===== config.mk =====
export PLATFORM = sky130hd
export DESIGN_NAME = oam_dma_ctrl_flat
export DESIGN_NICKNAME = d
export VERILOG_FILES = /design/src/rtl/oam_dma_ctrl_if.sv /design/src/rtl/oam_dma_ctrl.sv /design/src/flat_wrapper.sv
export SDC_FILE = /design/constraint.sdc
export NUM_CORES = 1
export LEC_CHECK = 0
export BUFFER_PORTS_ARGS = -buffer_cell sky130_fd_sc_hd__buf_4
export CAP_MARGIN = 20
export CORE_UTILIZATION = 47
export CTS_BUF_LIST = sky130_fd_sc_hd__clkbuf_8
export CTS_CLUSTER_SIZE = 8
export DETAILED_ROUTE_END_ITERATION = 7
export PLACE_DENSITY = 0.78
export SYNTH_ARGS = -nofsm -noshare
export SYNTH_HDL_FRONTEND = slang
export SYNTH_SLANG_ARGS = --single-unit

===== constraint.sdc =====
create_clock -name CLK -period 1.5 [get_ports CLK]
set_input_delay 0.075 -clock CLK [delete_from_list [all_inputs] [get_ports CLK]]
set_output_delay 0.075 -clock CLK [all_outputs]
set_load 0.02 [all_outputs]

===== src/rtl/oam_dma_ctrl_if.sv =====
// CPU-side and DMA-bus-side signal bundle for the OAM DMA controller.
// slave: the controller itself; master: the surrounding CPU/bus fabric.
interface oam_dma_ctrl_if;
    logic [15:0] CPU_ADDR;
    logic [7:0]  CPU_DATA_OUT;
    logic        CPU_RW_n;
    logic        CPU_RDY;
    logic        BUS_OWNER;
    logic [15:0] BUS_ADDR;
    logic        BUS_RW_n;
    logic [7:0]  BUS_DATA_IN;
    logic [7:0]  BUS_DATA_OUT;
    logic        DMA_ACTIVE;
    logic        DMA_DONE;

    modport slave (
        input  CPU_ADDR, CPU_DATA_OUT, CPU_RW_n, BUS_DATA_IN,
        output CPU_RDY, BUS_OWNER, BUS_ADDR, BUS_RW_n, BUS_DATA_OUT,
               DMA_ACTIVE, DMA_DONE
    );

    modport master (
        output CPU_ADDR, CPU_DATA_OUT, CPU_RW_n, BUS_DATA_IN,
        input  CPU_RDY, BUS_OWNER, BUS_ADDR, BUS_RW_n, BUS_DATA_OUT,
               DMA_ACTIVE, DMA_DONE
    );
endinterface


===== src/rtl/oam_dma_ctrl.sv =====
// OAM DMA controller: a CPU write to DMA_REG_ADDR stalls the CPU and copies
// page P ($P00-$PFF) byte by byte into OAMDATA_ADDR, read/write interleaved.
// Optional macro OAM_DMA_ALIGN_EN adds the parity flop and the ALIGN state,
// giving an extra stall cycle when the DMA starts on an odd cycle.
module oam_dma_ctrl #(
    parameter logic [15:0] DMA_REG_ADDR = 16'h4014,
    parameter logic [15:0] OAMDATA_ADDR = 16'h2004,
    parameter int          XFER_LEN     = 256
) (
    input  logic               CLK,
    input  logic               RESET_n,
    oam_dma_ctrl_if.slave      bus
);

    localparam logic [7:0] LAST_IDX = 8'(XFER_LEN - 1);

    typedef enum logic [2:0] {
        ST_IDLE,
        ST_HALT,
        ST_ALIGN,
        ST_READ,
        ST_WRITE,
        ST_DONE
    } state_t;

    state_t     r_state;
    state_t     w_next_state;
    logic [7:0] r_page;
    logic [7:0] r_idx;
    logic [7:0] r_latch;
    logic       w_trigger;

    assign w_trigger = (r_state == ST_IDLE) && !bus.CPU_RW_n &&
                       (bus.CPU_ADDR == DMA_REG_ADDR);

`ifdef OAM_DMA_ALIGN_EN
    logic r_parity;

    // Free-running cycle parity, decides whether HALT needs an ALIGN cycle.
    always_ff @(posedge CLK) begin
        if (!RESET_n) r_parity <= 1'b0;
        else          r_parity <= ~r_parity;
    end
`endif

    // State register; reset drops straight to IDLE so the bus returns at once.
    always_ff @(posedge CLK) begin
        // NOTE: sequential state uses non-blocking assignments so every flop
        // samples pre-edge values regardless of statement order.
        if (!RESET_n) r_state <= ST_IDLE;
        else          r_state <= w_next_state;
    end

    // Datapath: page capture on trigger, byte latch on READ, index on WRITE.
    always_ff @(posedge CLK) begin
        // NOTE: synchronous reset is applied to every datapath flop here,
        // since reset must leave page, index and latch at zero.
        if (!RESET_n) begin
            r_page  <= 8'h00;
            r_idx   <= 8'h00;
            r_latch <= 8'h00;
        end else begin
            if (w_trigger)             r_page  <= bus.CPU_DATA_OUT;
            if (r_state == ST_READ)    r_latch <= bus.BUS_DATA_IN;
            if (r_state == ST_WRITE)   r_idx   <= r_idx + 8'd1;
        end
    end

    // Next-state decode.
    always_comb begin
        // NOTE: default assignment first so no path through the case can
        // leave the signal unassigned and infer a latch.
        w_next_state = r_state;
        case (r_state)
            ST_IDLE:  if (w_trigger) w_next_state = ST_HALT;
`ifdef OAM_DMA_ALIGN_EN
            ST_HALT:  w_next_state = r_parity ? ST_ALIGN : ST_READ;
            ST_ALIGN: w_next_state = ST_READ;
`else
            ST_HALT:  w_next_state = ST_READ;
`endif
            ST_READ:  w_next_state = ST_WRITE;
            ST_WRITE: w_next_state = (r_idx == LAST_IDX) ? ST_DONE : ST_READ;
            ST_DONE:  w_next_state = ST_IDLE;
            default:  w_next_state = ST_IDLE;
        endcase
    end

    // Latched byte is always presented; it only matters while BUS_RW_n=0.
    assign bus.BUS_DATA_OUT = r_latch;

    // Output decode from the current state.
    always_comb begin
        bus.CPU_RDY    = 1'b1;
        bus.BUS_OWNER  = 1'b0;
        bus.BUS_ADDR   = 16'h0000;
        bus.BUS_RW_n   = 1'b1;
        bus.DMA_ACTIVE = 1'b0;
        bus.DMA_DONE   = 1'b0;
        case (r_state)
            ST_HALT, ST_ALIGN: begin
                bus.CPU_RDY    = 1'b0;
                bus.BUS_OWNER  = 1'b1;
                bus.DMA_ACTIVE = 1'b1;
            end
            ST_READ: begin
                bus.CPU_RDY    = 1'b0;
                bus.BUS_OWNER  = 1'b1;
                bus.DMA_ACTIVE = 1'b1;
                bus.BUS_ADDR   = {r_page, r_idx};
            end
            ST_WRITE: begin
                bus.CPU_RDY    = 1'b0;
                bus.BUS_OWNER  = 1'b1;
                bus.DMA_ACTIVE = 1'b1;
                bus.BUS_ADDR   = OAMDATA_ADDR;
                bus.BUS_RW_n   = 1'b0;
            end
            ST_DONE:  bus.DMA_DONE = 1'b1;
            default: ;
        endcase
    end

endmodule


===== src/flat_wrapper.sv =====
// flat-port wrapper written by rule: the top's interface ports become plain ports
module oam_dma_ctrl_flat 
#(
    parameter logic [15:0] DMA_REG_ADDR = 16'h4014,
    parameter logic [15:0] OAMDATA_ADDR = 16'h2004,
    parameter int          XFER_LEN     = 256
)
  (CLK, RESET_n, bus_CPU_ADDR, bus_CPU_DATA_OUT, bus_CPU_RW_n, bus_BUS_DATA_IN, bus_CPU_RDY, bus_BUS_OWNER, bus_BUS_ADDR, bus_BUS_RW_n, bus_BUS_DATA_OUT, bus_DMA_ACTIVE, bus_DMA_DONE);
  oam_dma_ctrl_if bus_i ();
  input  logic CLK;
  input  logic RESET_n;
  input wire logic [$bits(bus_i.CPU_ADDR)-1:0] bus_CPU_ADDR;
  input wire logic [$bits(bus_i.CPU_DATA_OUT)-1:0] bus_CPU_DATA_OUT;
  input wire logic [$bits(bus_i.CPU_RW_n)-1:0] bus_CPU_RW_n;
  input wire logic [$bits(bus_i.BUS_DATA_IN)-1:0] bus_BUS_DATA_IN;
  output wire logic [$bits(bus_i.CPU_RDY)-1:0] bus_CPU_RDY;
  output wire logic [$bits(bus_i.BUS_OWNER)-1:0] bus_BUS_OWNER;
  output wire logic [$bits(bus_i.BUS_ADDR)-1:0] bus_BUS_ADDR;
  output wire logic [$bits(bus_i.BUS_RW_n)-1:0] bus_BUS_RW_n;
  output wire logic [$bits(bus_i.BUS_DATA_OUT)-1:0] bus_BUS_DATA_OUT;
  output wire logic [$bits(bus_i.DMA_ACTIVE)-1:0] bus_DMA_ACTIVE;
  output wire logic [$bits(bus_i.DMA_DONE)-1:0] bus_DMA_DONE;
  assign bus_i.CPU_ADDR = bus_CPU_ADDR;
  assign bus_i.CPU_DATA_OUT = bus_CPU_DATA_OUT;
  assign bus_i.CPU_RW_n = bus_CPU_RW_n;
  assign bus_i.BUS_DATA_IN = bus_BUS_DATA_IN;
  assign bus_CPU_RDY = bus_i.CPU_RDY;
  assign bus_BUS_OWNER = bus_i.BUS_OWNER;
  assign bus_BUS_ADDR = bus_i.BUS_ADDR;
  assign bus_BUS_RW_n = bus_i.BUS_RW_n;
  assign bus_BUS_DATA_OUT = bus_i.BUS_DATA_OUT;
  assign bus_DMA_ACTIVE = bus_i.DMA_ACTIVE;
  assign bus_DMA_DONE = bus_i.DMA_DONE;
  oam_dma_ctrl #(.DMA_REG_ADDR(DMA_REG_ADDR), .OAMDATA_ADDR(OAMDATA_ADDR), .XFER_LEN(XFER_LEN)) u_core (.CLK(CLK), .RESET_n(RESET_n), .bus(bus_i));
endmodule

# Word level (Yosys, flattened, before mapping)
# Index checks and enable logic that the tools add are counted.
# W data, S select, Z words.
op_classes:
  n_mux: 8
  n_reduce_logical: 5
  n_eq_ne: 8
  addsub: 1
ops:
  columns: ["op", "count"]
  rows:
  - ["$pmux W16 S2", 1]
  - ["$eq A16 B15 Y1 const B", 1]
  - ["$pmux W3 S4", 1]
  - ["$add A8 B1 Y8 const B", 1]
  - ["$eq A8 B8 Y1 const B", 1]
  - ["$eq A3 B2 Y1 const B", 2]
  - ["$eq A3 B3 Y1 const B", 2]
  - ["$mux W3", 2]
  - ["$mux W1", 4]
  - ["$reduce_or A4 Y1", 1]
  - ["$eq A3 B1 Y1 const B", 1]
  - ["$logic_not A3 Y1", 1]
  - ["$logic_and A1 B1 Y1", 2]
  - ["$ne A2 B1 Y1 const B", 1]
  - ["$logic_not A1 Y1", 1]
totals:
  output_inout_bits: 29
  elab_cells: 26
  regBits: 27
  inputBits: 35

# Depth between registers and ports, before layout
# Gate-level depths: netlist of the first run.
depth:
  ltp_word: 5
  mapped_depth: 6
  depth_no_buf: 4

# Worst setup path before layout of the first run
# OpenSTA, ideal clock, no wires.
synth_timing:
  path_type: "register to register"
  startpoint: "register u_core.r_state[0]"
  endpoint: "register u_core.r_idx[5]"
  path_buffers: 1
  synth_period_minus_slack_ns: 1.306
  t_arrival_ns: 1.191
  setup_slack_ns: 0.194
  required_time_ns: 1.385
  path_stages_with_launch: 6
  setup_ns: 0.115
  cell_sequence: "dfxtp_1 > buf_2 > nor3b_4 > nand4_1 > xnor2_1 > and2_1"
synth_via:
  elab_chain_cells: 1
synth_rtl:
  columns: ["item", "line", "rtl"]
  rows:
  - ["from (decl)", "oam_dma_ctrl.sv:26", "state_t r_state;"]
  - ["from (signal assigned)", "oam_dma_ctrl.sv:51", "else r_state <= w_next_state;"]
  - ["$eq A3 B3 Y1", "oam_dma_ctrl.sv:65", "if (r_state == ST_WRITE) r_idx <= r_idx + 8'd1;"]
  - ["to (signal assigned)", "oam_dma_ctrl.sv:65", null]
  - ["to (decl)", "oam_dma_ctrl.sv:29", "logic [7:0] r_idx;"]
# No other way between the ends.
# A chain may end at the register's enable or synchronous reset.

# Final worst setup path of the first run
layout_timing:
  startpoint: "register u_core.r_state[0]"
  endpoint: "output port bus_BUS_ADDR[7]"
layout_via:
  elab_chain_cells: 2
  word_cells_on_any_way: 3
  classes_between: "eq/ne (2); mux (1)"
layout_rtl:
  columns: ["item", "line", "rtl"]
  rows:
  - ["$eq A3 B3 Y1 / $eq A3 B2 Y1 (equally long branches)", "oam_dma_ctrl.sv:100", "case (r_state)"]
  - ["$pmux W16 S2 *", "oam_dma_ctrl.sv:100", null]
  - ["to (decl)", "flat_wrapper.sv:18", "output wire logic [$bits(bus_i.BUS_ADDR)-1:0] bus_BUS_ADDR;"]
# Mark *: on every way between the ends. The rest lies on a longest branch, timed or not.

==> results of run 1 <==
-- sequential cells by signal, indices dropped and copies added, names as in the netlist --
name	flops
u_core.bus.BUS_DATA_OUT	8
u_core.r_idx	8
u_core.r_page	8
u_core.r_state	3
-- synthesized netlist by cell type (2+ instances only) --
master,instances
and2_1,21
mux2i_1,8
nand3_1,2
nor4b_1,2
nand2_1,41
a21boi_1,9
xnor2_1,8
and3_1,2
buf_2,3
a21oi_1,2
clkbuf_1,4
dfxtp_1,27
nand2b_1,2
nand4_1,4
nor2_1,3
-- routing by layer --
metal / track usage (%) / wire length (microns) / vias to the layer above
met5: 0 / 0 / -
met4: 7.14 / 26 / 0
met3: 6.56 / 217 / 4
met2: 36.7 / 1580 / 43
met1: 24.7 / 1310 / 584
li1: - / - / 643
-- per-stage QoR --
step	power [W]	util, %	instances	hold WS [ps]	cell area (sq um)
floorplan	0.000758	-	155	210	1340
global placement	0.000829	67.1	244	322	1830
detailed placement	0.000831	67.1	244	337	1830
CTS	0.00124	69.2	249	37.9	1890
global route	0.00128	70.1	251	35.5	1920
finish	0.00122	70.1	251	41.9	1920
-- worst reg2reg max path: cells and delay by family (launching register included) --
family / cells / cell delay, ps
AND/OR/NAND/NOR: 3 / 720
multiplexers: 1 / 220
flip-flops: 1 / 370
-- layout by cell type (no fill, tap or decap) --
cell	n
nand3_1	2
or2_1	1
nor4b_1	2
nor2b_1	1
ha_1	1
nor4_1	1
and3b_1	1
mux2i_1	8
nor4b_4	1
inv_1	1
dfxtp_4	2
clkbuf_8	3
a21boi_1	9
nand2_1	41
nor2_2	1
inv_2	1
o21ai_1	1
o31a_1	1
and3_1	2
nor2_1	2
nor3b_4	1
xnor2_1	8
and4_1	1
nand2b_1	2
nand4_1	4
buf_4	70
clkinvlp_4	1
dfxtp_2	1
nand3b_1	1
nor2_8	1
a21oi_1	2
dfxtp_1	24
and2_1	21
nand3_2	1
-- timing repair --
action	4_1_cts	5_1_grt
hold buffers	0	0
endpoints found under the hold margin	0	0
gates resized for setup	2	4
buffers inserted	1	2
endpoints found under the setup margin	17	16
-- worst paths after layout --
check	from	endpoint	depth (start not counted)
min reg2reg	u_core.bus.BUS_DATA_OUT[7]	u_core.bus.BUS_DATA_OUT[7]	2
max	u_core.r_state[0]	bus_BUS_ADDR[7]	5
max reg2reg	u_core.r_state[2]	u_core.r_page[2]	4
min	bus_BUS_DATA_IN[7]	u_core.bus.BUS_DATA_OUT[7]	3
-- report_power, final --
| part | internal, W | total, W | leakage, nW | switching, W |
|---|---|---|---|---|
| Clock | 0.000188 | 0.000414 | 0.0217 | 0.000226 |
| Sequential | 0.000712 | 0.000712 | 0.219 | 0.00000000214 |
| Combinational | 0.0000669 | 0.0000975 | 0.619 | 0.0000306 |
| Total | 0.000968 | 0.00122 | 0.860 | 0.000257 |
-- cell families (layout without fill, tap and decap cells) --
kind of cell               count (synthesis)  after routing  synth area share (%)
adders and majority gates                  1              1                 0.933
buffers and inverters                     11             76                  4.20
DFF                                       27             27                  40.3
AOI/OAI and AO/OA                         13             13                  6.81
xor gates and xnor gates                   8              8                  5.22
muxes                                      8              8                  5.97
and+or+nand+nor                           87             87                  36.6
-- layout make-up --
cell class | count | area [sq um]
Inverter | 2 | 7.51
Tap cell | 31 | 38.8
Sequential cell | 27 | 549
Clock buffer | 3 | 41.3
Clock inverter | 1 | 7.51
Fill cell | 216 | 817
Timing Repair Buffer | 70 | 526
Multi-Input combinational cell | 117 | 747
==> key figures, run 1 <==
Status
  • Status: complete, no violations

Setup path
  • Worst Setup End Kind: primary output
  • CP top delay family: flip-flops
  • CP Buf/Inv Count: 2
  • Crit-path cells: nand2_1 > nor2_2 > buf_4 > and2_1 > buf_4
  • Crit-path slowest cell: dfxtp_4
  • CP max stage delay: 400 ps
  • Crit path kind: reg -> out
  • Arr. time, crit path: 1330 ps
  • CP required: around 1400 ps
  • Startpoint Class: flip-flop
  • Reg2Reg Setup Slack: 130 ps
  • Crit-path most repeated cell: buf_4
  • Crit-path max FO: 13

STA
  • Final setup fails: 0
  • Slew Limit Fails: 0
  • Final min period: 1410 ps
  • Setup TNS: 0 ps
  • Skew final: 10.2 ps
  • RSZ-0062 raised after global routing: no
  • Slew @ Worst Pin: 348 ps
  • Max-slew headroom: 76.5%
  • Crit share post-route: 93.9%
  • Fmax: 0.710 GHz
  • Final hold viol count: 0
  • Setup ws final: 91.1 ps

Logic synthesis
  • Share of the yosys chip area belonging to registers: 40.3%
  • Top FF cell, synth: dfxtp_1
  • Largest area contributor in the netlist: dfxtp_1
  • Ranking of synthesized cells by area: dfxtp_1 40%, nand2_1 11%, and2_1 9.8%
  • Netlist cell types: 32
  • Post-Synthesis Cells: approximately 160
  • Synth Cell Area: 1340 sq um
  • Ys Warns: 0
  • Yosys top cell area share: 40.3%
  • Avg Cell Area, Syn: 8.65 sq um
  • Post-synthesis register bit count: 27
  • Syn Nets: 191
  • Fraction of registers with async set or reset after synthesis: 0%
  • Post-synth EDFFs: 0

Power and ir drop
  • Pleak: 0.860 nW
  • Pwr/cell area: around 640 nW/um^2
  • VDD IR max: 0.626 mV

Global route
  • Gr usage total: 21.2%
  • Grt ovf: 0
  • Number of global-route vias before repair: 1268
  • Antenna violations before repair: 0
  • Largest net degree at the start of global routing: 35
  • First-pass GRT wire length: 5320 microns

Routing
  • Vias: 1274
  • WL per Instance: 12.5 microns
  • Iteration count of the initial detailed-routing pass: 4
  • Post-DRT Antenna Nets: 0
  • Drt drc: 0
  • First DRT Iteration DRCs: 28
  • Final wirelength: 3130 microns
  • Vias per inst: 5.08

Place
  • Port Buf Inserts: 63
  • Post-DP HPWL: roughly 2400 microns
  • Placement Setup Slack: 103 ps
  • Routability Congestion: 0.747

Clock tree
  • Root Buffer: clkbuf_8
  • CTS tree: yes
  • CTS buffer count: 3
  • Clock Latency Late Sink: 270 ps
  • CTS Buffer Depth: 2
  • Clock sink count: 27
  • Htree depth: 1
  • Reg clk slew, reported paths: 100 ps

Cells and area
  • # diodes: 0
  • Layout cells sized above 1: 37.7%
  • Final nets: 257
  • Area growth from synthesis to layout: 42.9%

Floorplanning
  • I/O pins: 64
  • Die height: 55.4 microns
  • Core Area: between 2000 and 3000 sq um
  • Die ar.: 3070 sq um
  • Die Width: 55.4 microns
  • Standard-cell rows: 19
  • Initial core utilization: between 40% and 50%

Run
  • Max-cap violations: 0

Worst hold path
  • HP Class: in -> reg
Power figures use the tool's default switching activity.
==> run 2: changes to the inputs <==
--- a/config.mk
+++ b/config.mk
@@ -5,13 +5,14 @@
 export SDC_FILE = /design/constraint.sdc
 export NUM_CORES = 1
 export LEC_CHECK = 0
+export ABC_AREA = 1
 export BUFFER_PORTS_ARGS = -buffer_cell sky130_fd_sc_hd__buf_4
 export CAP_MARGIN = 20
-export CORE_UTILIZATION = 47
+export CORE_UTILIZATION = 48
 export CTS_BUF_LIST = sky130_fd_sc_hd__clkbuf_8
 export CTS_CLUSTER_SIZE = 8
 export DETAILED_ROUTE_END_ITERATION = 7
-export PLACE_DENSITY = 0.78
+export PLACE_DENSITY = 0.79
 export SYNTH_ARGS = -nofsm -noshare
 export SYNTH_HDL_FRONTEND = slang
 export SYNTH_SLANG_ARGS = --single-unit
==> key figures, run 2 <==
Routing
  • First DRT Iteration DRCs: 45 (+61%)
  • WL per Instance: 9.63 microns (-23%)
  • Iteration count of the initial detailed-routing pass: 4 (unchanged)
  • Vias per inst: 4.59 (-9.6%)
  • Post-DRT Antenna Nets: 0 (unchanged)
  • Vias: 1418 (+11%)
  • Drt drc: 0 (unchanged)
  • Final wirelength: 2980 microns (-4.9%)

Logic synthesis
  • Post-synthesis compound-gate area fraction: 8.63% (+1.8 points)
  • Fraction of registers with async set or reset after synthesis: 0% (unchanged)
  • Top FF cell, synth: dfxtp_1
  • Synth Cell Area: 1390 sq um (+3.8%)
  • Commonest cells in the netlist: 55 x nor2_1, 42 x inv_1, 31 x nand2_1
  • Post-Synth Adder-Cell Area: 0.898% (-0.034 points)
  • Largest area contributor in the netlist: dfxtp_1
  • Syn Nets: 249 (+30%)
  • Top-count cell post-synth: nor2_1
  • Largest family of logic cells by synthesized area: simple AND/OR/NAND/NOR gates
  • Ys Warns: 0 (unchanged)
  • Netlist cell types: 21 (-34%)
  • Share of the yosys chip area belonging to registers: 38.8% (-1.5 points)
  • Yosys top cell area share: 38.8% (-1.5 points)
  • Synth Area in Simple Gates: 38.3% (+1.7 points)
  • Post-synth EDFFs: 0 (unchanged)
  • Post-Synthesis Cells: 213 (+37%)
  • Post-Synth XOR/XNOR Area: 0% (-5.2 points)
  • Avg Cell Area, Syn: 6.54 sq um (-24%)
  • Mux contribution to synthesized area: 0% (-6.0 points)
  • Ranking of synthesized cells by area: dfxtp_1 39%, nor2_1 15%, inv_1 11%
  • Post-synthesis register bit count: 27 (unchanged)

Clock tree
  • CTS buffer count: 3 (unchanged)
  • Clock sink count: 27 (unchanged)
  • CTS tree: yes
  • Reg clk slew, reported paths: 90 ps (about the same)
  • CTS Buffer Depth: 2 (unchanged)
  • Htree depth: 1 (unchanged)
  • Hold-fix buffers, CTS: 0 (unchanged)
  • Root Buffer: clkbuf_8
  • Clock Latency Late Sink: 270 ps (about the same)

Status
  • Status: complete, no violations

Cells and area
  • Most common cell after layout, fill and taps aside: buf_4
  • Final nets: 315 (+23%)
  • # diodes: 0 (unchanged)
  • Most frequent cells in the layout: 66 x buf_4, 54 x nor2_1, 41 x inv_1, 31 x nand2_1, 25 x dfxtp_1
  • Fin cells: 309 (+23%)
  • Area growth from synthesis to layout: 40.4%
  • Layout cells sized above 1: 29.9% (-7.9 points)

Power and ir drop
  • Pwr/cell area: 635 nW/um^2 (-0.58%)
  • VDD IR max: 0.700 mV (+12%)
  • Pleak: 0.941 nW (+9.5%)

Floorplanning
  • Die Width: 55.9 microns (+0.79%)
  • Die ar.: 3120 sq um (+1.6%)
  • Standard-cell rows: 19 (unchanged)
  • Initial core utilization: 50.5% (+1.4 points)
  • I/O pins: 64 (unchanged)
  • Die height: 55.9 microns (+0.79%)
  • Core Area: 2760 sq um (+0.87%)

Setup path
  • Arr. time, crit path: 1310 ps (-20 ps)
  • Crit-path max FO: 10 (-3)
  • Startpoint Class: flip-flop
  • CP required: 1420 ps (about the same)
  • Crit path kind: reg -> out
  • Worst Setup End Kind: primary output

Global route
  • Met3 Use GR: 3.72% (-2.8 points)
  • Antenna violations before repair: 0 (unchanged)
  • Gr usage total: 20.1% (-1.1 points)
  • Global route hottest layer: met2
  • Largest net degree at the start of global routing: 26 (-26%)
  • Number of global-route vias before repair: 1250 (-1.4%)
  • GR Util met2: 35.6% (-1.0 points)
  • Met1 GRT Util: 24.7% (+0.038 points)
  • Grt ovf: 0 (unchanged)
  • First-pass GRT wire length: 5070 microns (-4.7%)

Place
  • Placed cells: 304 (+25%)
  • Port Buf Inserts: 63 (unchanged)
  • Placement Setup Slack: 269 ps (+165 ps)
  • Routability Congestion: 0.835 (+12%)
  • Post-DP HPWL: 2230 microns (-5.9%)

STA
  • Final min period: 1380 ps (-24.1 ps)
  • Slew Limit Fails: 0 (unchanged)
  • RSZ-0062 raised after global routing: no
  • Max-slew headroom: 83.1% (+6.6 points)
  • Crit share post-route: 92.3% (-1.6 points)
  • Skew final: 3.92 ps (-6.23 ps)
  • Final setup fails: 0 (unchanged)
  • Final hold viol count: 0 (unchanged)
  • Fmax: 0.722 GHz (+1.7%)
  • Setup ws final: 115 ps (+24.1 ps)
  • Slew @ Worst Pin: 254 ps (-94.4 ps)
  • Setup TNS: 0 ps (unchanged)

Worst hold path
  • HP Class: in -> reg

Run
  • Max-cap violations: 0 (unchanged)
## run 2: changes by cell type after synthesis, sizes merged, moves of 3 or more
cell / previous run / this run
nor2: 4 / 60
mux2i: 8 / 0
nand4: 4 / 8
inv: 2 / 43
xnor2: 8 / 0
nand3: 3 / 8
nor4b: 3 / 0
nor3: 0 / 3
nand2: 41 / 33
clkbuf: 4 / 0
a21boi: 9 / 0
a21oi: 2 / 8
o21ai: 1 / 16
and2: 21 / 0
## run 2: final timing paths
| path | from | endpoint | slack (ps) | cells past startpoint |
|---|---|---|---|---|
| worst max register to register | u_core.r_state[2] | u_core.r_state[0] | 270 | 8 |
| worst max-delay path | u_core.r_state[0] | bus_BUS_OWNER | 120 | 6 |
| worst min-delay path | bus_BUS_DATA_IN[3] | u_core.bus.BUS_DATA_OUT[3] | 50 | 3 |
| worst min register to register | u_core.bus.BUS_DATA_OUT[3] | u_core.bus.BUS_DATA_OUT[3] | 490 | 2 |
## run 2: cell families (layout without fill, tap and decap cells)
family                     Yosys count  count (layout)
and+or+nand+nor                    113             113
buffers and inverters               48             113
AOI/OAI and AO/OA                   24              24
DFF                                 27              27
adders and majority gates            1               1
## run 2: critical path, cell delays in order, from the launching register on
cell	delay (ps)
dfxtp_2	350
nor2_4	160
nand2_2	150
inv_2	130
nor2_2	50
inv_1	60
buf_4	130
## run 2: final cells by class
cell class | count | area, sq um
Clock buffer | 3 | 41.3
Clock inverter | 1 | 7.51
Fill cell | 243 | 802
Inverter | 43 | 161
Multi-Input combinational cell | 138 | 668
Sequential cell | 27 | 543
Tap cell | 31 | 38.8
Timing Repair Buffer | 66 | 495
## run 2: what timing repair did
action | in CTS | in global routing
resized for setup | 0 | 3
setup endpoints to repair | 0 | 5
setup buffers | 0 | 1
## run 2: routing by layer
metal | up-vias | share of wire (%) | wire [microns]
li1 | 781 | - | -
met2 | 38 | 49 | 1450
met3 | 0 | 5.1 | 152
met4 | 0 | 0 | 0
met1 | 599 | 46 | 1370
met5 | - | 0 | 0
## run 2: power by group
| group | total [W] | switching (W) | internal (W) |
|---|---|---|---|
| sequential | 0.000716 | 0.00000000451 | 0.000716 |
| clock | 0.000416 | 0.000228 | 0.000188 |
| combinational | 0.000110 | 0.0000418 | 0.0000679 |
## run 2: metrics by stage
stage               cell area [sq um]  hold slack (ps)  utilization [%]  power [W]
global route                     1960             49.9             70.9    0.00131
finish                           1960             52.5             70.9    0.00124
CTS                              1950             43.0             70.6    0.00127
global placement                 1900              328             68.8   0.000841
floorplan                        1400              213                -   0.000770
detailed placement               1900              333             68.8   0.000843
==> run 3: changes to the inputs <==
--- a/config.mk
+++ b/config.mk
@@ -6,12 +6,13 @@
 export NUM_CORES = 1
 export LEC_CHECK = 0
 export ABC_AREA = 1
-export BUFFER_PORTS_ARGS = -buffer_cell sky130_fd_sc_hd__buf_4
+export BUFFER_PORTS_ARGS = -buffer_cell sky130_fd_sc_hd__clkbuf_2
 export CAP_MARGIN = 20
 export CORE_UTILIZATION = 48
 export CTS_BUF_LIST = sky130_fd_sc_hd__clkbuf_8
 export CTS_CLUSTER_SIZE = 8
 export DETAILED_ROUTE_END_ITERATION = 7
+export GPL_ROUTABILITY_DRIVEN = 0
 export PLACE_DENSITY = 0.79
 export SYNTH_ARGS = -nofsm -noshare
 export SYNTH_HDL_FRONTEND = slang
==> key figures, run 3 (synthesized netlist as in run 2, its figures left out) <==
Status
  • Status: complete, no violations

Global route
  • Largest net degree at the start of global routing: 26 (unchanged)
  • Antenna violations before repair: 0 (unchanged)
  • Grt ovf: 0 (unchanged)
  • Gr usage total: 20.5% (+0.41 points)
  • First-pass GRT wire length: 5080 microns (+0.14%)
  • Number of global-route vias before repair: 1301 (+4.1%)

Worst hold path
  • HP Class: in -> reg

Power and ir drop
  • VDD IR max: 0.737 mV (+5.3%)
  • Pleak: 0.899 nW (-4.4%)
  • Pwr/cell area: 678 nW/um^2 (+6.7%)
  • Total power: 0.00122 W (-1.4%)

Cells and area
  • # diodes: 0 (unchanged)
  • Layout cells sized above 1: 30.2% (+0.36 points)
  • Most frequent cells in the layout: 61 x clkbuf_2, 54 x nor2_1, 41 x inv_1, 31 x nand2_1, 24 x dfxtp_1
  • Area growth from synthesis to layout: 29.7%
  • Final nets: 315 (unchanged)
  • Most common cell after layout, fill and taps aside: clkbuf_2

Routing
  • First DRT Iteration DRCs: 61 (+36%)
  • Final wirelength: 2990 microns (+0.34%)
  • WL per Instance: 9.66 microns (+0.34%)
  • Drt drc: 0 (unchanged)
  • Iteration count of the initial detailed-routing pass: 4 (unchanged)
  • Post-DRT Antenna Nets: 0 (unchanged)
  • Vias per inst: 4.70 (+2.5%)
  • Vias: 1453 (+2.5%)

Place
  • Port Buf Inserts: 63 (unchanged)
  • Post-DP HPWL: 2260 microns (+1.3%)

Floorplanning
  • Die ar.: 3120 sq um (unchanged)
  • Die height: 55.9 microns (unchanged)
  • Die Width: 55.9 microns (unchanged)
  • Initial core utilization: 50.5% (unchanged)
  • I/O pins: 64 (unchanged)
  • Core Area: 2760 sq um (unchanged)
  • Standard-cell rows: 19 (unchanged)

Clock tree
  • Reg clk slew, reported paths: 100 ps (about the same)
  • Root Buffer: clkbuf_8
  • CTS buffer count: 3 (unchanged)
  • Htree depth: 1 (unchanged)
  • Clock sink count: 27 (unchanged)
  • Hold-fix buffers, CTS: 0 (unchanged)
  • CTS Buffer Depth: 2 (unchanged)
  • CTS tree: yes
  • Clock Latency Late Sink: 280 ps (about the same)

STA
  • Slew @ Worst Pin: 436 ps (+182 ps)
  • Final min period: 1410 ps (+23.3 ps)
  • Fmax: 0.710 GHz (-1.7%)
  • Final setup fails: 0 (unchanged)
  • Final hold viol count: 0 (unchanged)
  • Slew Limit Fails: 0 (unchanged)
  • Setup TNS: 0 ps (unchanged)
  • Max-slew headroom: 70.9% (-12 points)
  • Crit share post-route: 93.9% (+1.6 points)
  • Skew final: 8.35 ps (+4.43 ps)

Setup path
  • Crit path kind: reg -> out
  • CP required: 1420 ps (about the same)
  • Arr. time, crit path: 1330 ps (+20 ps)
  • Crit-path max FO: 13 (+3)
  • CP top delay family: buffers and inverters
  • Crit-path most repeated cell: buf_4
  • CP Buf/Inv Count: 3 (unchanged)
  • CP max stage delay: 360 ps (about the same)
  • Crit-path slowest cell: dfxtp_2
  • Crit-path cells: inv_2 > nand3_1 > buf_4 > o21ai_0 > buf_4
  • Worst Setup End Kind: primary output
  • Startpoint Class: flip-flop

Run
  • Max-cap violations: 0 (unchanged)
run 3: where the power goes:
group	total, W	leakage (nW)	switching [W]	internal [W]
combinational	0.0000857	0.659	0.0000419	0.0000438
sequential	0.000716	0.219	0.00000000462	0.000716
clock	0.000423	0.0217	0.000234	0.000189
run 3: worst reg2reg max path, stage by stage, from the launching register on:
cell	delay, ps
dfxtp_2	360
inv_2	80
buf_4	120
nand2_4	70
nor2_8	190
nand3_4	150
nand2_1	90
inv_1	40
nor2_1	90
run 3: timing repair:
action	CTS	global route
setup buffers	0	1
gates resized for setup	1	7
setup endpoints to repair	2	10
run 3: worst paths after layout:
| path | cells after the start | slack [ps] | end | start |
|---|---|---|---|---|
| worst min-delay path | 3 | 40 | u_core.bus.BUS_DATA_OUT[1] | bus_BUS_DATA_IN[1] |
| worst max-delay path | 5 | 90 | bus_BUS_ADDR[13] | u_core.r_state[2] |
| worst max register to register | 8 | 260 | u_core.r_page[5] | u_core.r_state[2] |
| worst min register to register | 2 | 490 | u_core.bus.BUS_DATA_OUT[3] | u_core.bus.BUS_DATA_OUT[3] |
run 3: layout make-up:
| type | count | area, sq um |
|---|---|---|
| clock buffers | 3 | 41.3 |
| multi-input cells | 138 | 673 |
| fillers | 280 | 951 |
| flip-flops and latches | 27 | 544 |
| well taps | 31 | 38.8 |
| inverters | 43 | 161 |
| repair buffers | 66 | 340 |
| clock inverters | 1 | 7.51 |
run 3: stage by stage:
stage	instance area (sq um)	instances	util, %	setup WS, ps	hold WS, ps
after global placement	1740	304	63.1	311	330
after global routing	1810	309	65.5	-14.2	31.9
after detailed placement	1740	304	63.1	270	334
after CTS	1790	308	64.8	24.5	33.2
after floorplan	1400	213	-	61.1	213
final	1810	309	65.5	92.0	41.3
run 3: layer usage:
metal	GRT usage, %	part of all wire (%)	vias up
met5	0	0	-
met4	9.76	1.6	0
met3	6.28	7.3	4
met2	34.9	46	53
met1	23.5	45	622
li1	-	-	774
